==> config.mk <==
export PLATFORM = sky130hd
export DESIGN_NAME = pipeline_run_ctrl
export DESIGN_NICKNAME = d
export VERILOG_FILES = /design/src/rtl/pipeline_run_ctrl_pkg.sv /design/src/rtl/pipeline_run_ctrl_sat_counter.sv /design/src/rtl/pipeline_run_ctrl.sv
export SDC_FILE = /design/constraint.sdc
export NUM_CORES = 1
export LEC_CHECK = 0
export CAP_MARGIN = 0
export CORE_UTILIZATION = 51
export CTS_BUF_LIST = sky130_fd_sc_hd__clkbuf_8
export DETAILED_ROUTE_END_ITERATION = 6
export GPL_TIMING_DRIVEN = 0
export PLACE_DENSITY = 0.94
export RECOVER_POWER = 25
export SYNTH_ARGS = -nofsm -noshare
export SYNTH_HDL_FRONTEND = slang
export SYNTH_SLANG_ARGS = --single-unit
==> constraint.sdc <==
create_clock -name clk -period 4.5 [get_ports clk]
set_clock_uncertainty 0.05 [all_clocks]
set_input_delay 1.35 -clock clk [delete_from_list [all_inputs] [get_ports clk]]
set_output_delay 1.35 -clock clk [all_outputs]
set_load 0.01 [all_outputs]
==> src/rtl/pipeline_run_ctrl_pkg.sv <==
// Shared definitions for the debugger pipeline run controller:
// command codes, state encoding and the state-to-output decode.
package pipeline_run_ctrl_pkg;

   localparam logic [1:0] CMD_NOP  = 2'b00;
   localparam logic [1:0] CMD_RUN  = 2'b01;
   localparam logic [1:0] CMD_STEP = 2'b10;
   localparam logic [1:0] CMD_STOP = 2'b11;

   localparam logic [5:0]  HALT_OPCODE_DEF  = 6'b111111;
   localparam int unsigned DRAIN_CYCLES_DEF = 4;
   localparam int unsigned CYC_W_DEF        = 32;

   typedef enum logic [2:0] {
      ST_IDLE  = 3'd0,
      ST_RUN   = 3'd1,
      ST_STEP  = 3'd2,
      ST_DRAIN = 3'd3,
      ST_DUMP  = 3'd4
   } state_e;

   typedef struct packed {
      logic ena_pip;
      logic cmd_ready;
      logic busy;
      logic dump_req;
   } ctrl_out_t;

   // Output levels that belong to a given state
   function automatic ctrl_out_t decode_state(input state_e s);
      ctrl_out_t o;
      o.ena_pip   = (s == ST_RUN) || (s == ST_STEP) || (s == ST_DRAIN);
      o.cmd_ready = (s == ST_IDLE) || (s == ST_RUN) || (s == ST_DRAIN);
      o.busy      = (s != ST_IDLE);
      o.dump_req  = (s == ST_DUMP);
      return o;
   endfunction

endpackage

==> src/rtl/pipeline_run_ctrl_sat_counter.sv <==
// Saturating up-counter with synchronous clear; holds at all-ones.
module pipeline_run_ctrl_sat_counter #(
   parameter int unsigned W = 32
) (
   input  logic         clk,
   input  logic         reset,
   input  logic         i_inc,
   input  logic         i_clr,
   output logic [W-1:0] o_value
);

   logic [W-1:0] r_value;

   always_ff @(posedge clk or negedge reset) begin
      if (!reset) begin
         r_value <= '0;
      end else if (i_clr) begin
         r_value <= '0;
      end else if (i_inc && (r_value != '1)) begin
         r_value <= r_value + W'(1);
      end
   end

   assign o_value = r_value;

endmodule

==> src/rtl/pipeline_run_ctrl.sv <==
// Debugger run/step/stop sequencer: drives the pipeline enable, drains the
// pipe after a halt opcode at IF and hands off to the UART dump.
module pipeline_run_ctrl
   import pipeline_run_ctrl_pkg::*;
#(
   parameter logic [5:0]  HALT_OPCODE  = HALT_OPCODE_DEF,
   parameter int unsigned DRAIN_CYCLES = DRAIN_CYCLES_DEF,
   parameter int unsigned CYC_W        = CYC_W_DEF
) (
   input  logic             clk,
   input  logic             reset,
   input  logic             cmd_valid,
   input  logic [1:0]       cmd_code,
   output logic             cmd_ready,
   input  logic [31:0]      instruction_IF,
   output logic             ena_pip,
   output logic             dump_req,
   input  logic             dump_ack,
   output logic             busy,
   output logic             halted,
   output logic [CYC_W-1:0] cycle_count
);

   localparam int unsigned DRN_W = (DRAIN_CYCLES > 1) ? $clog2(DRAIN_CYCLES) : 1;
   localparam logic [DRN_W-1:0] DRN_LOAD = DRN_W'(DRAIN_CYCLES - 1);

   if (DRAIN_CYCLES == 0) begin : g_bad_drain
      $error("pipeline_run_ctrl: DRAIN_CYCLES must be at least 1");
   end

   state_e           r_state;
   ctrl_out_t        r_out;
   logic             r_halted;
   logic [DRN_W-1:0] r_drain;

   state_e           w_state_nxt;
   logic             w_halted_nxt;
   logic [DRN_W-1:0] w_drain_nxt;
   logic             w_accept;
   logic             w_stop;
   logic             w_halt_seen;
   logic             w_clr;
   logic [CYC_W-1:0] w_count;
   logic             w_unused_instr;

   assign w_accept       = cmd_valid & r_out.cmd_ready;
   assign w_stop         = w_accept && (cmd_code == CMD_STOP);
   assign w_halt_seen    = (instruction_IF[31:26] == HALT_OPCODE);
   assign w_unused_instr = ^instruction_IF[25:0];

   // Next-state logic; halt detection only matters while in RUN
   always_comb begin
      w_state_nxt  = r_state;
      w_halted_nxt = r_halted;
      w_drain_nxt  = r_drain;
      w_clr        = 1'b0;
      case (r_state)
         ST_IDLE: begin
            if (w_accept) begin
               case (cmd_code)
                  CMD_NOP:  ;
                  CMD_RUN:  if (!r_halted) w_state_nxt = ST_RUN;
                  CMD_STEP: if (!r_halted) w_state_nxt = ST_STEP;
                  CMD_STOP: begin
                     w_halted_nxt = 1'b0;
                     w_clr        = 1'b1;
                  end
               endcase
            end
         end
         ST_RUN: begin
            if (w_stop) begin
               w_state_nxt = ST_DUMP;
            end else if (w_halt_seen) begin
               w_halted_nxt = 1'b1;
               w_drain_nxt  = DRN_LOAD;
               w_state_nxt  = ST_DRAIN;
            end
         end
         ST_DRAIN: begin
            if (w_stop || (r_drain == '0)) begin
               w_state_nxt = ST_DUMP;
            end else begin
               w_drain_nxt = r_drain - DRN_W'(1);
            end
         end
         ST_STEP: w_state_nxt = ST_DUMP;
         ST_DUMP: if (dump_ack) w_state_nxt = ST_IDLE;
         default: w_state_nxt = ST_IDLE;
      endcase
   end

   // State and outputs registered together so outputs track the new state
   always_ff @(posedge clk or negedge reset) begin
      if (!reset) begin
         r_state  <= ST_IDLE;
         r_out    <= decode_state(ST_IDLE);
         r_halted <= 1'b0;
         r_drain  <= '0;
      end else begin
         r_state  <= w_state_nxt;
         r_out    <= decode_state(w_state_nxt);
         r_halted <= w_halted_nxt;
         r_drain  <= w_drain_nxt;
      end
   end

   pipeline_run_ctrl_sat_counter #(
      .W (CYC_W)
   ) u_cycle_cnt (
      .clk     (clk),
      .reset   (reset),
      .i_inc   (r_out.ena_pip),
      .i_clr   (w_clr),
      .o_value (w_count)
   );

   assign ena_pip     = r_out.ena_pip;
   assign cmd_ready   = r_out.cmd_ready;
   assign busy        = r_out.busy;
   assign dump_req    = r_out.dump_req;
   assign halted      = r_halted;
   assign cycle_count = w_count;

endmodule

* Word-level counts from Yosys, hierarchy flattened
Cells that the tools add are included.
** Storage, ports and cells
- Input port bits :: 38
- Word-level logic and storage cells :: 68
- Flip-flop bits (word level) :: 42
** Operators by class
- Bitwise logic cells :: 1
- Muxes and demuxes :: 23
- Reductions and logical operators :: 16
- $add $sub $neg :: 2
- Equality and inequality tests :: 18
** Operators by type and width (count)
- $mux 32 :: 2
- $add 32x1->32 const B :: 1
- $ne 32x32->1 const B :: 1
- $mux 3 :: 7
- $pmux 3 s5 :: 1
- $eq 3x2->1 const B :: 4
- $ne 2x2->1 const B :: 5
- $mux 1 :: 7
- $eq 3x1->1 const B :: 2
- $eq 3x3->1 const B :: 2
- $eq 6x6->1 const B :: 1
- $logic_not 3->1 :: 2
- $mux 2 :: 3
- $pmux 3 s2 :: 1
- $reduce_bool 2->1 :: 3
- $logic_or 1x1->1 :: 5
- $reduce_and 5->1 :: 1
- $eq 2x2->1 const B :: 2
- $pmux 2 s2 :: 1
- $reduce_and 4->1 :: 1
- $reduce_bool 3->1 :: 1
- $eq 2x1->1 const B :: 1
- $logic_and 1x1->1 :: 2
- $logic_not 2->1 :: 1
- other kinds (3) :: 3

* Logic depth before layout (Yosys ltp)
Gate-level depths: netlist (run 1).
- Depth after elaboration :: 8
- Depth in mapped cells :: 9

* Hierarchy
Synthesis (run 1) repeated with hierarchy kept, for this count alone.
** Unflattened totals
- Cells, all modules :: 255
- Area total of the unflattened synthesis :: 2411.1 um^2
** Modules (own cells, without submodules)
- pipeline_run_ctrl_sat_counter :: cells an instance 198, times used 1, area an instance 1854.3 um^2
- pipeline_run_ctrl :: cells an instance 57, times used 1, area an instance 556.8 um^2

* Worst setup path before layout (run 1)
No wires, ideal clock.
- Path type :: in2reg
- From :: in cmd_code[0]
- To :: reg r_out, in the netlist busy
- Setup slack :: 1669 ps
- Library setup time :: 131 ps
- Required time :: 4319 ps
- Stages on the path :: 6
- Data arrival time :: 2650 ps
- Path buffers :: 1
- Cell sequence :: ha_1 -> and3_1 -> clkbuf_1 -> nor4_1 -> or3b_2 -> or3_1
** Between the ends
- Word-level cells in the longest chain between the ends :: 6
** Ends and longest elaborated chain
- start, declared :: RTL line pipeline_run_ctrl.sv:13 : input logic [1:0] cmd_code,
- branches (longest 4 deep; another with $pmux 3 s2)
- $pmux 3 s5 (*) :: RTL line pipeline_run_ctrl.sv:57 : case (r_state)
- named net w_state_nxt[0] :: RTL line pipeline_run_ctrl.sv:36 : state_e w_state_nxt;
- $reduce_bool 3->1 (*) :: RTL line pipeline_run_ctrl_pkg.sv:34 : o.busy = (s != ST_IDLE);
- end signal, assigned :: RTL line pipeline_run_ctrl.sv:97 : r_out <= decode_state(ST_IDLE);
- end signal, assigned :: RTL line pipeline_run_ctrl.sv:102 : r_out <= decode_state(w_state_nxt);
- end, declared :: RTL line pipeline_run_ctrl.sv:32 : ctrl_out_t r_out;
Mark *: on every way through the listed nets, which the timed path passes.
A chain may end at the register's enable or synchronous reset.

* Worst setup path in the final report (run 1)
- From :: in cmd_code[0]
- To :: reg u_cycle_cnt.r_value[8], in the netlist u_cycle_cnt.o_value[8]
** Between the ends
- Word-level cells in the longest chain between the ends :: 5
** Ends and longest elaborated chain
- $eq 2x2->1 (*) :: RTL line pipeline_run_ctrl.sv:60 : case (cmd_code)
- $mux 1 (*) :: RTL line pipeline_run_ctrl.sv:60
- $mux 1 (*) :: RTL line pipeline_run_ctrl.sv:59 : if (w_accept) begin
- $mux 1 (*) :: RTL line pipeline_run_ctrl.sv:57
- $mux 32 or $reduce_bool 2->1 (tied branches)
- end signal, assigned :: RTL line pipeline_run_ctrl_sat_counter.sv:20 : r_value <= r_value + W'(1);
- end, declared :: RTL line pipeline_run_ctrl_sat_counter.sv:12 : logic [W-1:0] r_value;
Mark *: on every way between the ends. The rest lies on a longest branch, timed or not.

==> results of run 1 <==
-- through the flow --
| step | power (uW) | setup slack (ns) | cell area [sq um] |
|---|---|---|---|
| finish | 1190 | 1.19 | 2970 |
| global route | 1250 | 0.960 | 2970 |
| CTS | 1190 | 1.21 | 2990 |
| detailed placement | 887 | 0.875 | 2870 |
| global placement | 869 | 0.965 | 2860 |
| floorplan | 701 | 1.67 | 2310 |
-- cell type report --
| class | instances | area, sq um |
|---|---|---|
| fillers | 331 | 1380 |
| multi-input cells | 194 | 1180 |
| flip-flops and latches | 42 | 1050 |
| repair buffers | 49 | 478 |
| clock buffers | 5 | 68.8 |
| well taps | 52 | 65.1 |
| clock inverters | 3 | 45.0 |
| plain buffers | 11 | 43.8 |
| inverters | 10 | 37.5 |
-- power groups by stage --
stage	combinational, uW	clock [uW]	sequential [uW]
floorplan	145	0	555
global placement	328	0	541
detailed placement	342	0	545
CTS	342	308	540
global route	372	328	555
finish	340	306	541
-- synth_stat cells, drive strengths merged (2+ instances only) --
cell,number,area [sq um]
a21o,2,15.0
a21oi,30,150
and2,3,18.8
and3,7,47.5
and4,3,26.3
clkbuf,10,38.8
dfrtp,41,1030
ha,5,62.6
inv,10,37.5
nand2,24,90.1
nand3,13,82.6
nand4,11,68.8
nor2,14,55.1
nor3,2,10.0
nor4,6,37.5
o21ai,17,85.1
o22ai,2,12.5
o31ai,12,90.1
or3,14,88.8
or3b,2,17.5
or4,13,101
-- sequential cells by signal, indices dropped and copies added, names as in the netlist --
| register | count |
|---|---|
| dump_req | 1 |
| halted | 1 |
| r_state | 3 |
| busy | 1 |
| ena_pip | 1 |
| r_drain | 2 |
| cmd_ready | 1 |
| u_cycle_cnt.o_value | 32 |
-- path summary, 6_finish.rpt --
kind,startpoint,end,slack [ns],cells after the start
max,cmd_code[0],u_cycle_cnt.o_value[8],1.19,10
min,u_cycle_cnt.o_value[4],u_cycle_cnt.o_value[4],0.49,1
max reg2reg,u_cycle_cnt.o_value[0],u_cycle_cnt.o_value[28],1.99,7
min reg2reg,u_cycle_cnt.o_value[4],u_cycle_cnt.o_value[4],0.49,1
max in group asynchronous,reset,u_cycle_cnt.o_value[4],1.48,2
min in group asynchronous,reset,u_cycle_cnt.o_value[15],0.89,1
-- worst register-to-register path, delay by kind of cell (launching register included) --
kind | cells | cell delay [ns]
adders and majority gates | 1 | 0.22
AOI/OAI and AO/OA | 1 | 0.16
and+or+nand+nor | 4 | 1.40
DFF | 1 | 0.43
buffers and inverters | 1 | 0.18
-- cells by family (layout without fill, tap and decap cells) --
| family | Yosys count | count (layout) | share of synthesized area |
|---|---|---|---|
| adder cells (fa/ha/maj) | 5 | 5 | 0.0270 |
| buffers and inverters | 21 | 78 | 0.0352 |
| flip-flops | 42 | 42 | 0.455 |
| multiplexers | 1 | 1 | 0.00433 |
| AO/OA/AOI/OAI | 70 | 70 | 0.178 |
| XOR/XNOR | 2 | 2 | 0.00757 |
| AND/OR/NAND/NOR | 116 | 116 | 0.293 |
-- cells in the final DEF (no fill, tap or decap), types with 2 or more instances in the layout --
cell type	n
nand3_1	11
nor4_1	6
nand2_1	24
nand4_1	11
o31ai_1	12
nor2_1	13
and3_2	3
or3b_2	2
or4_1	12
and4_1	3
clkbuf_8	5
ha_1	5
nor3_1	2
a21o_1	2
clkdlybuf4s50_1	47
and3_1	4
or3_1	13
and2_1	2
clkinvlp_4	2
inv_1	10
o22ai_1	2
o21ai_0	17
dfrtp_1	41
a21oi_1	30
clkbuf_1	11
-- metal layers --
layer  global-route usage  wire [um]  vias to the layer above
met5                    0          0                        -
li1                     -          -                     1088
met3               0.0596        291                       13
met2                0.399       2790                       80
met4                0.116        106                        0
met1                0.300       2360                     1089
==> impl_results.md, run 1 <==
* Outcome: complete, but fails checks
* Failing checks: max-capacitance violations, max-slew violations
* RePlAce Congestion at about 0.83
* CP Cell Sequence: clkdlybuf4s50_1, ha_1, and3_1, clkbuf_1, and2_0, clkbuf_1, clkbuf_1, nor2_1, nand4_1, o21ai_0
* Max frequency at slightly above 0.3 GHz
* Initial antenna violation count at 0
* FFs w/ async S/R, synth at 1.00
* GRT Total Usage at 0.243
* Most used DFF post-synth: dfrtp_1
* CTS tree: done
* Sw frac at 0.329
* Layout cells sized above 1 at 0.0732
* Detailed Route Iter0 Violations at 140
* Library cells used by synthesis at 45
* Critical path peak fanout at 10
* Mapped cell area at 0.00231 sq mm
* Sequential fraction of design power at 0.456
* First-pass GRT wire length at ~9400 um
* Clk sinks at 42
* Slew @ Worst Pin at 1.81 ns
* Post-layout util at 0.682
* Vias in the first global route at between 2000 and 2500
* Worst-skew pair later-pin latency at around 0.3 ns
* Seq cells post-synth at 42
* I/O pin count at 75
* Clock tree buffer depth at 2
* Worst slew margin at -0.208
* Nets at about 360
* Crit share post-route at 0.736
* Crit path required time at 4.63 ns
* Final Max Slew Viols at 36
* Setup_tns at 0 ns
* Register area share after synthesis at 0.455
* Overflow after GRT at 0
* Sw Pwr at just under 400 uW
* P_leak at ~0.0011 uW
* Drt first pass iters at 4
* Core area at around 0.0044 sq mm
* Final Setup Violations at 0
* Critical path data arrival time at 3.44 ns
* Post-synth EDFFs at 0
* Critical path's top delay family: buffers and inverters
* CTS root buf: clkbuf_8
* Diode count at 0
* CP Class: in -> reg
* DRC violations left at 0
* Area delta synth->final at 28.4%
* Die Wd at between 60 and 70 um
* HPWL Detailed at 3970 um
* Mapped Avg Cell Area at ~9 sq um
* Postcts setup bufs at 0
* DRT Wirelength at 5540 um
* Max rail drop VDD at ~0.19 mV
* Max stage delay on crit path at ~0.51 ns
* Vias at about 2300
* Htree depth at 2
* WHS at 0.487 ns
* Most frequent CP cell: clkbuf_1
* Routed WL per cell at 15.1 um
* PD cells at about 400 mW/mm^2
* Synth Instances at around 260
* Int Pwr at between 700 and 800 uW
* TritonCTS buffer count at 5
* Bufs and invs on worst path at 4
* RSZ-0062 raised after global routing: no
* Syn Nets at 300
* Non-Filler Instances at about 370
* Max Cap Viol at 1
* Startpoint Class: input port
* YS warnings at 0
* Worst Hold Class: reg -> reg
* CP Capture Type: flop
* Number of port buffers at 48
* Crit-path slowest cell: clkdlybuf4s50_1
* Rows at 24
* Clock power frac at 0.258
* Final Hold Viols at 0
* Die H at between 60 and 70 um
* Fin crit period at between 3 and 4 ns
* Initial Util at 0.531
* Placed insts at about 360
* Combinational Power Share at 0.286
* Antenna viol nets, final at 0
* DIE AREA at 0.00481 sq mm
* Largest net degree at the start of global routing at 36
* Cts repair resizes at 0
* Via density at approximately 6.2
* Worst-path clk slew at approximately 0.08 ns
* Cts hold-fix bufs at 0
Note: power is estimated with default switching activity, not from simulation.
==> run 2, diff against run 1 <==
--- a/config.mk
+++ b/config.mk
@@ -6,11 +6,11 @@
 export NUM_CORES = 1
 export LEC_CHECK = 0
 export CAP_MARGIN = 0
-export CORE_UTILIZATION = 51
+export CORE_UTILIZATION = 43
 export CTS_BUF_LIST = sky130_fd_sc_hd__clkbuf_8
 export DETAILED_ROUTE_END_ITERATION = 6
 export GPL_TIMING_DRIVEN = 0
-export PLACE_DENSITY = 0.94
+export PLACE_DENSITY = 0.85
 export RECOVER_POWER = 25
 export SYNTH_ARGS = -nofsm -noshare
 export SYNTH_HDL_FRONTEND = slang
==> constraint.sdc (replaced) <==
create_clock -name clk -period 3.03 [get_ports clk]
set_clock_uncertainty 0.05 [all_clocks]
set_input_delay 0.909 -clock clk [delete_from_list [all_inputs] [get_ports clk]]
set_output_delay 0.909 -clock clk [all_outputs]
set_load 0.01 [all_outputs]
==> run 2 against run 1 <==
The run now ends clean. Global-route usage down 3.5 points. Die area is 18% higher. Final cell count up 4.9%. Sequential share of layout area decreased by 0.15 points. Largest cell class unchanged.
==> impl_results.md, run 2 (synthesized netlist as in run 1, its figures left out) <==
* Outcome: finished, final reports clean
* Area after DPL at 0.00290 sq mm
* DRT Wirelength at 5470 um
* Max Cap Viol at 0
* Worst slew margin at 0.125
* PD cells at approximately 570 mW/mm^2
* CP Capture Type: flop
* GRT Total Usage at 0.208
* Design Power at approximately 1700 uW
* Initial Util at 0.450
* Final Max Slew Viols at 0
* Clk sinks at 42
* Clock tree buffer depth at 2
* Crit-path slowest cell: clkdlybuf4s50_1
* Layout cells sized above 1 at 0.0732
* WHS at about 0.49 ns
* Overflow after GRT at 0
* Diode count at 0
* Non-Filler Instances at 384
* Die Wd at 75.4 um
* Die H at approximately 75 um
* Number of port buffers at between 40 and 50
* P_leak at about 0.0011 uW
* HPWL Detailed at 4040 um
* Largest net degree at the start of global routing at 30
* CP Cell Sequence: clkdlybuf4s50_1, ha_1, and3_1, clkbuf_1, nor4_1, nor2_1, o21ai_0, or3_1
* Placed insts at approximately 380
* Core area at slightly above 0.005 sq mm
* Fin crit period at 2.85 ns
* CP Class: in -> reg
* Final WS setup at around 0.18 ns
* Vias at 2216
* Commonest non-fill, non-tap cell in the layout: clkdlybuf4s50_1
* Post-placement setup slack at -0.137 ns
* Drt first pass iters at 4
* Crit share post-route at 0.940
* Endpoint, Worst Hold: r_drain[0]
* Final Hold Viols at 0
* Cts hold-fix bufs at 0
* Detailed Route Iter0 Violations at roughly 120
* RePlAce Congestion at 0.792
* Max rail drop VDD at 0.357 mV
* Initial antenna violation count at 0
* Most frequent cells in the layout: clkdlybuf4s50_1, dfrtp_1, a21oi_1
* Startpoint Class: input port
* Critical path data arrival time at 2.98 ns
* First-pass GRT wire length at 8950 um
* Worst-skew pair later-pin latency at roughly 0.30 ns
* Worst-path clk slew at around 0.080 ns
* Filler cells at just under 500
* Design area at roughly 0.003 sq mm
* Crit path required time at 3.16 ns
* Max FFs per register at 32
* Vias in the first global route at approximately 2000
* CTS tree: done
* RSZ-0062 raised after global routing: no
* Htree depth at 2
* Final Setup Violations at 0
* Worst R2R Setup Slack at 0.55 ns
* Max stage delay on crit path at approximately 0.5 ns
* Cts repair resizes at 0
* I/O pin count at 75
* Worst reg2reg path startpoint: u_cycle_cnt.o_value[0]
* Via density at roughly 5.8
* Area delta synth->final at 28.9%
* Postcts setup bufs at 0
* Routed WL per cell at 14.3 um
* R2R depth at 7
* Min-delay src: r_drain[0]
* WHS Path Cells at 2
* Worst Hold Class: reg -> reg
* Slew @ Worst Pin at approximately 1.3 ns
* DIE AREA at 0.00568 sq mm
* TritonCTS buffer count at 5
* DRC violations left at 0
* Rows at 26
* CTS root buf: clkbuf_8
* Crit Reg-Reg Endpoint: u_cycle_cnt.o_value[28]
* Antenna viol nets, final at 0
* Max frequency at approximately 0.35 GHz
* Critical path peak fanout at 6
* Nets at approximately 360
==> run 2: cell count changes in the layout (fill, tap and decap cells not counted) <==
cell	before	now
clkinv_2	0	1
dlymetal6s4s_1	0	1
clkbuf_1	11	10
clkinvlp_4	2	1
bufinv_16	1	0
clkbuf_8	5	6
==> run 2: how the worst max path moves through the flow <==
stage / start / to / slack, ns / depth (start not counted)
after floorplan: cmd_code[0] / busy / 0.64 / 6
after global routing: cmd_code[1] / busy / 0.01 / 8
after global placement: cmd_code[0] / busy / -0.10 / 8
final: cmd_code[0] / busy / 0.18 / 8
after CTS: cmd_code[1] / busy / 0.17 / 8
after detailed placement: cmd_code[1] / busy / -0.14 / 8
==> run 2: power breakdown <==
| part | leakage (uW) | internal [uW] | total (uW) | switching (uW) |
|---|---|---|---|---|
| clock network | 0.0000472 | 183 | 383 | 200 |
| registers | 0.000574 | 675 | 800 | 126 |
| logic | 0.000521 | 264 | 502 | 239 |
==> run 2: per-stage QoR <==
stage	util	TNS (ns)
after floorplan	-	0
after global placement	0.561	-3.82
after detailed placement	0.564	-0.198
after CTS	0.582	0
after global routing	0.580	0
final	0.580	0
==> run 2: cell type report <==
| class | instances | area, sq um | area share |
|---|---|---|---|
| clock inverter | 2 | 12.5 | 0.00419 |
| clock buffer | 6 | 82.6 | 0.0277 |
| inverter | 10 | 37.5 | 0.0126 |
| sequential | 42 | 1050 | 0.353 |
| multi-input combinational | 194 | 1180 | 0.396 |
| tap | 70 | 87.6 | 0.0294 |
| buffer | 11 | 43.8 | 0.0147 |
| timing repair buffer | 49 | 487 | 0.163 |
==> run 2: worst max-delay path: cells and delay by family <==
family | cells | cell delay (ns)
and+or+nand+nor | 4 | 0.97
buffers and inverters | 2 | 0.72
AOI/OAI and AO/OA | 1 | 0.24
adders and majority gates | 1 | 0.15
==> run 2: layer usage <==
metal / GRT usage / up-vias / share of wire
li1: - / 1079 / -
met1: 0.268 / 1079 / 0.45
met2: 0.345 / 52 / 0.49
met3: 0.0556 / 6 / 0.051
met4: 0.0638 / 0 / 0.011
met5: 0 / - / 0
==> run 3, diff against run 2 <==
--- a/config.mk
+++ b/config.mk
@@ -6,11 +6,10 @@
 export NUM_CORES = 1
 export LEC_CHECK = 0
 export CAP_MARGIN = 0
-export CORE_UTILIZATION = 43
-export CTS_BUF_LIST = sky130_fd_sc_hd__clkbuf_8
+export CORE_UTILIZATION = 42
 export DETAILED_ROUTE_END_ITERATION = 6
 export GPL_TIMING_DRIVEN = 0
-export PLACE_DENSITY = 0.85
+export PLACE_DENSITY = 0.84
 export RECOVER_POWER = 25
 export SYNTH_ARGS = -nofsm -noshare
 export SYNTH_HDL_FRONTEND = slang
==> run 3 against run 2 <==
Non-clock buffer count is the same. Register-to-register slack improved by 0.03 ns. Design area about the same. Critical path type unchanged. Largest cell class unchanged. Highest routed layer unchanged.
==> impl_results.md, run 3 (synthesized netlist as in run 1, its figures left out) <==
* Diode count at 0
* Final WS setup at between 0.2 and 0.25 ns
* Worst Hold Class: reg -> reg
* Rows at 26
* RePlAce Congestion at around 0.83
* CP Cell Sequence: clkdlybuf4s50_1, ha_1, and3_1, clkbuf_1, nor4_1, nor2_1, o21ai_0, or3_1
* Initial Util at 0.444
* GRT Total Usage at 0.194
* Via density at roughly 5.7
* Clk sinks at 42
* First-pass GRT wire length at slightly above 9000 um
* Htree depth at 2
* Non-Filler Instances at 384
* Worst-skew pair later-pin latency at ~0.31 ns
* Worst-path clk slew at approximately 0.090 ns
* Largest net degree at the start of global routing at 31
* Critical path peak fanout at 6
* Final Max Slew Viols at 0
* Worst R2R Setup Slack at 0.58 ns
* Critical path data arrival time at roughly 3.0 ns
* Sw frac at 0.345
* Max frequency at approximately 0.36 GHz
* PD cells at between 500 and 600 mW/mm^2
* Crit path required time at 3.18 ns
* HPWL Detailed at 3920 um
* CTS root buf: clkbuf_8
* Commonest non-fill, non-tap cell in the layout: clkdlybuf4s50_1
* Fin crit period at 2.81 ns
* Cts hold-fix bufs at 0
* Area delta synth->final at 28.9%
* DIE AREA at slightly below 0.006 sq mm
* Startpoint Class: input port
* Post-placement setup slack at -0.119 ns
* Overflow after GRT at 0
* DRT Wirelength at ~5300 um
* Nets at approximately 360
* Vias at between 2000 and 2500
* Worst slew margin at 0.104
* I/O pin count at 75
* Most frequent cells in the layout: clkdlybuf4s50_1, dfrtp_1, a21oi_1
* WHS at ~0.47 ns
* Number of port buffers at 48
* Die H at between 70 and 80 um
* Drt first pass iters at 4
* TritonCTS buffer count at 5
* Final Setup Violations at 0
* Combinational Power Share at 0.299
* Sw Pwr at 583 uW
* Sequential fraction of design power at 0.474
* RSZ-0062 raised after global routing: no
* Placed insts at 376
* Initial antenna violation count at 0
* CP Class: in -> reg
* Multi-input gate area at between 0.001 and 0.0015 sq mm
* Area after DPL at 0.00290 sq mm
* Reg area at ~0.0011 sq mm
* Clock tree buffer depth at 2
* Filler cells at around 470
* CP Capture Type: flop
* Cts repair resizes at 0
* Outcome: finished, final reports clean
* Int Pwr at approximately 1100 uW
* Max rail drop VDD at ~0.3 mV
* Layout cells sized above 1 at 0.0732
* Max stage delay on crit path at ~0.51 ns
* Max Cap Viol at 0
* Detailed Route Iter0 Violations at 125
* Vias in the first global route at 2044
* CTS tree: done
* Final Hold Viols at 0
* Design area at a little under 0.003 sq mm
* Postcts setup bufs at 0
* Die Wd at approximately 76 um
* Crit share post-route at 0.927
* DRC violations left at 0
* Slew @ Worst Pin at roughly 1.3 ns
* Crit-path slowest cell: clkdlybuf4s50_1
* Design Power at ~1700 uW
* Clock power frac at 0.227
* Routed WL per cell at about 14 um
* Antenna viol nets, final at 0
* Max FFs per register at 32
* Core area at approximately 0.0052 sq mm
* P_leak at between 0.001 and 0.0015 uW
## run 3: power groups by stage
stage	clock (uW)	combinational, uW	sequential, uW
detailed placement	0	510	809
CTS	389	510	799
global placement	0	493	805
global route	406	559	822
finish	383	504	801
floorplan	0	216	825
## run 3: per-layer routing
layer  share of wire  vias up  GRT usage
met2            0.47       63      0.312
met3           0.051        9     0.0551
met1            0.46     1014      0.243
met5               0        -          0
met4           0.016        0     0.0865
li1                -     1085          -
## run 3: path summary, 6_finish.rpt
path                                         from                 endpoint  cells after the start
hold / removal                         r_drain[1]               r_drain[1]                      2
min in group asynchronous                   reset  u_cycle_cnt.o_value[16]                      1
max in group asynchronous                   reset   u_cycle_cnt.o_value[3]                      2
setup / recovery                      cmd_code[1]                     busy                      8
setup reg to reg           u_cycle_cnt.o_value[0]  u_cycle_cnt.o_value[30]                      7
hold reg to reg                        r_drain[1]               r_drain[1]                      2
## run 3: layout make-up
type | count | area share
buffer | 11 | 0.0147
clock buffer | 5 | 0.0231
clock inverter | 3 | 0.00839
inverter | 10 | 0.0126
multi-input combinational | 194 | 0.396
sequential | 42 | 0.353
tap | 70 | 0.0294
timing repair buffer | 49 | 0.163
## run 3: worst max-delay path: cells and delay by family
kind                     cells  cell delay (ns)
AO/OA/AOI/OAI                1             0.22
adder cells (fa/ha/maj)      1             0.15
buffers and inverters        2             0.72
AND/OR/NAND/NOR              4             0.97
## run 3: metrics by stage
stage	util	setup TNS, ns
floorplan	-	0
global placement	0.554	-4.69
detailed placement	0.556	-0.174
CTS	0.575	0
global route	0.573	0
finish	0.573	0
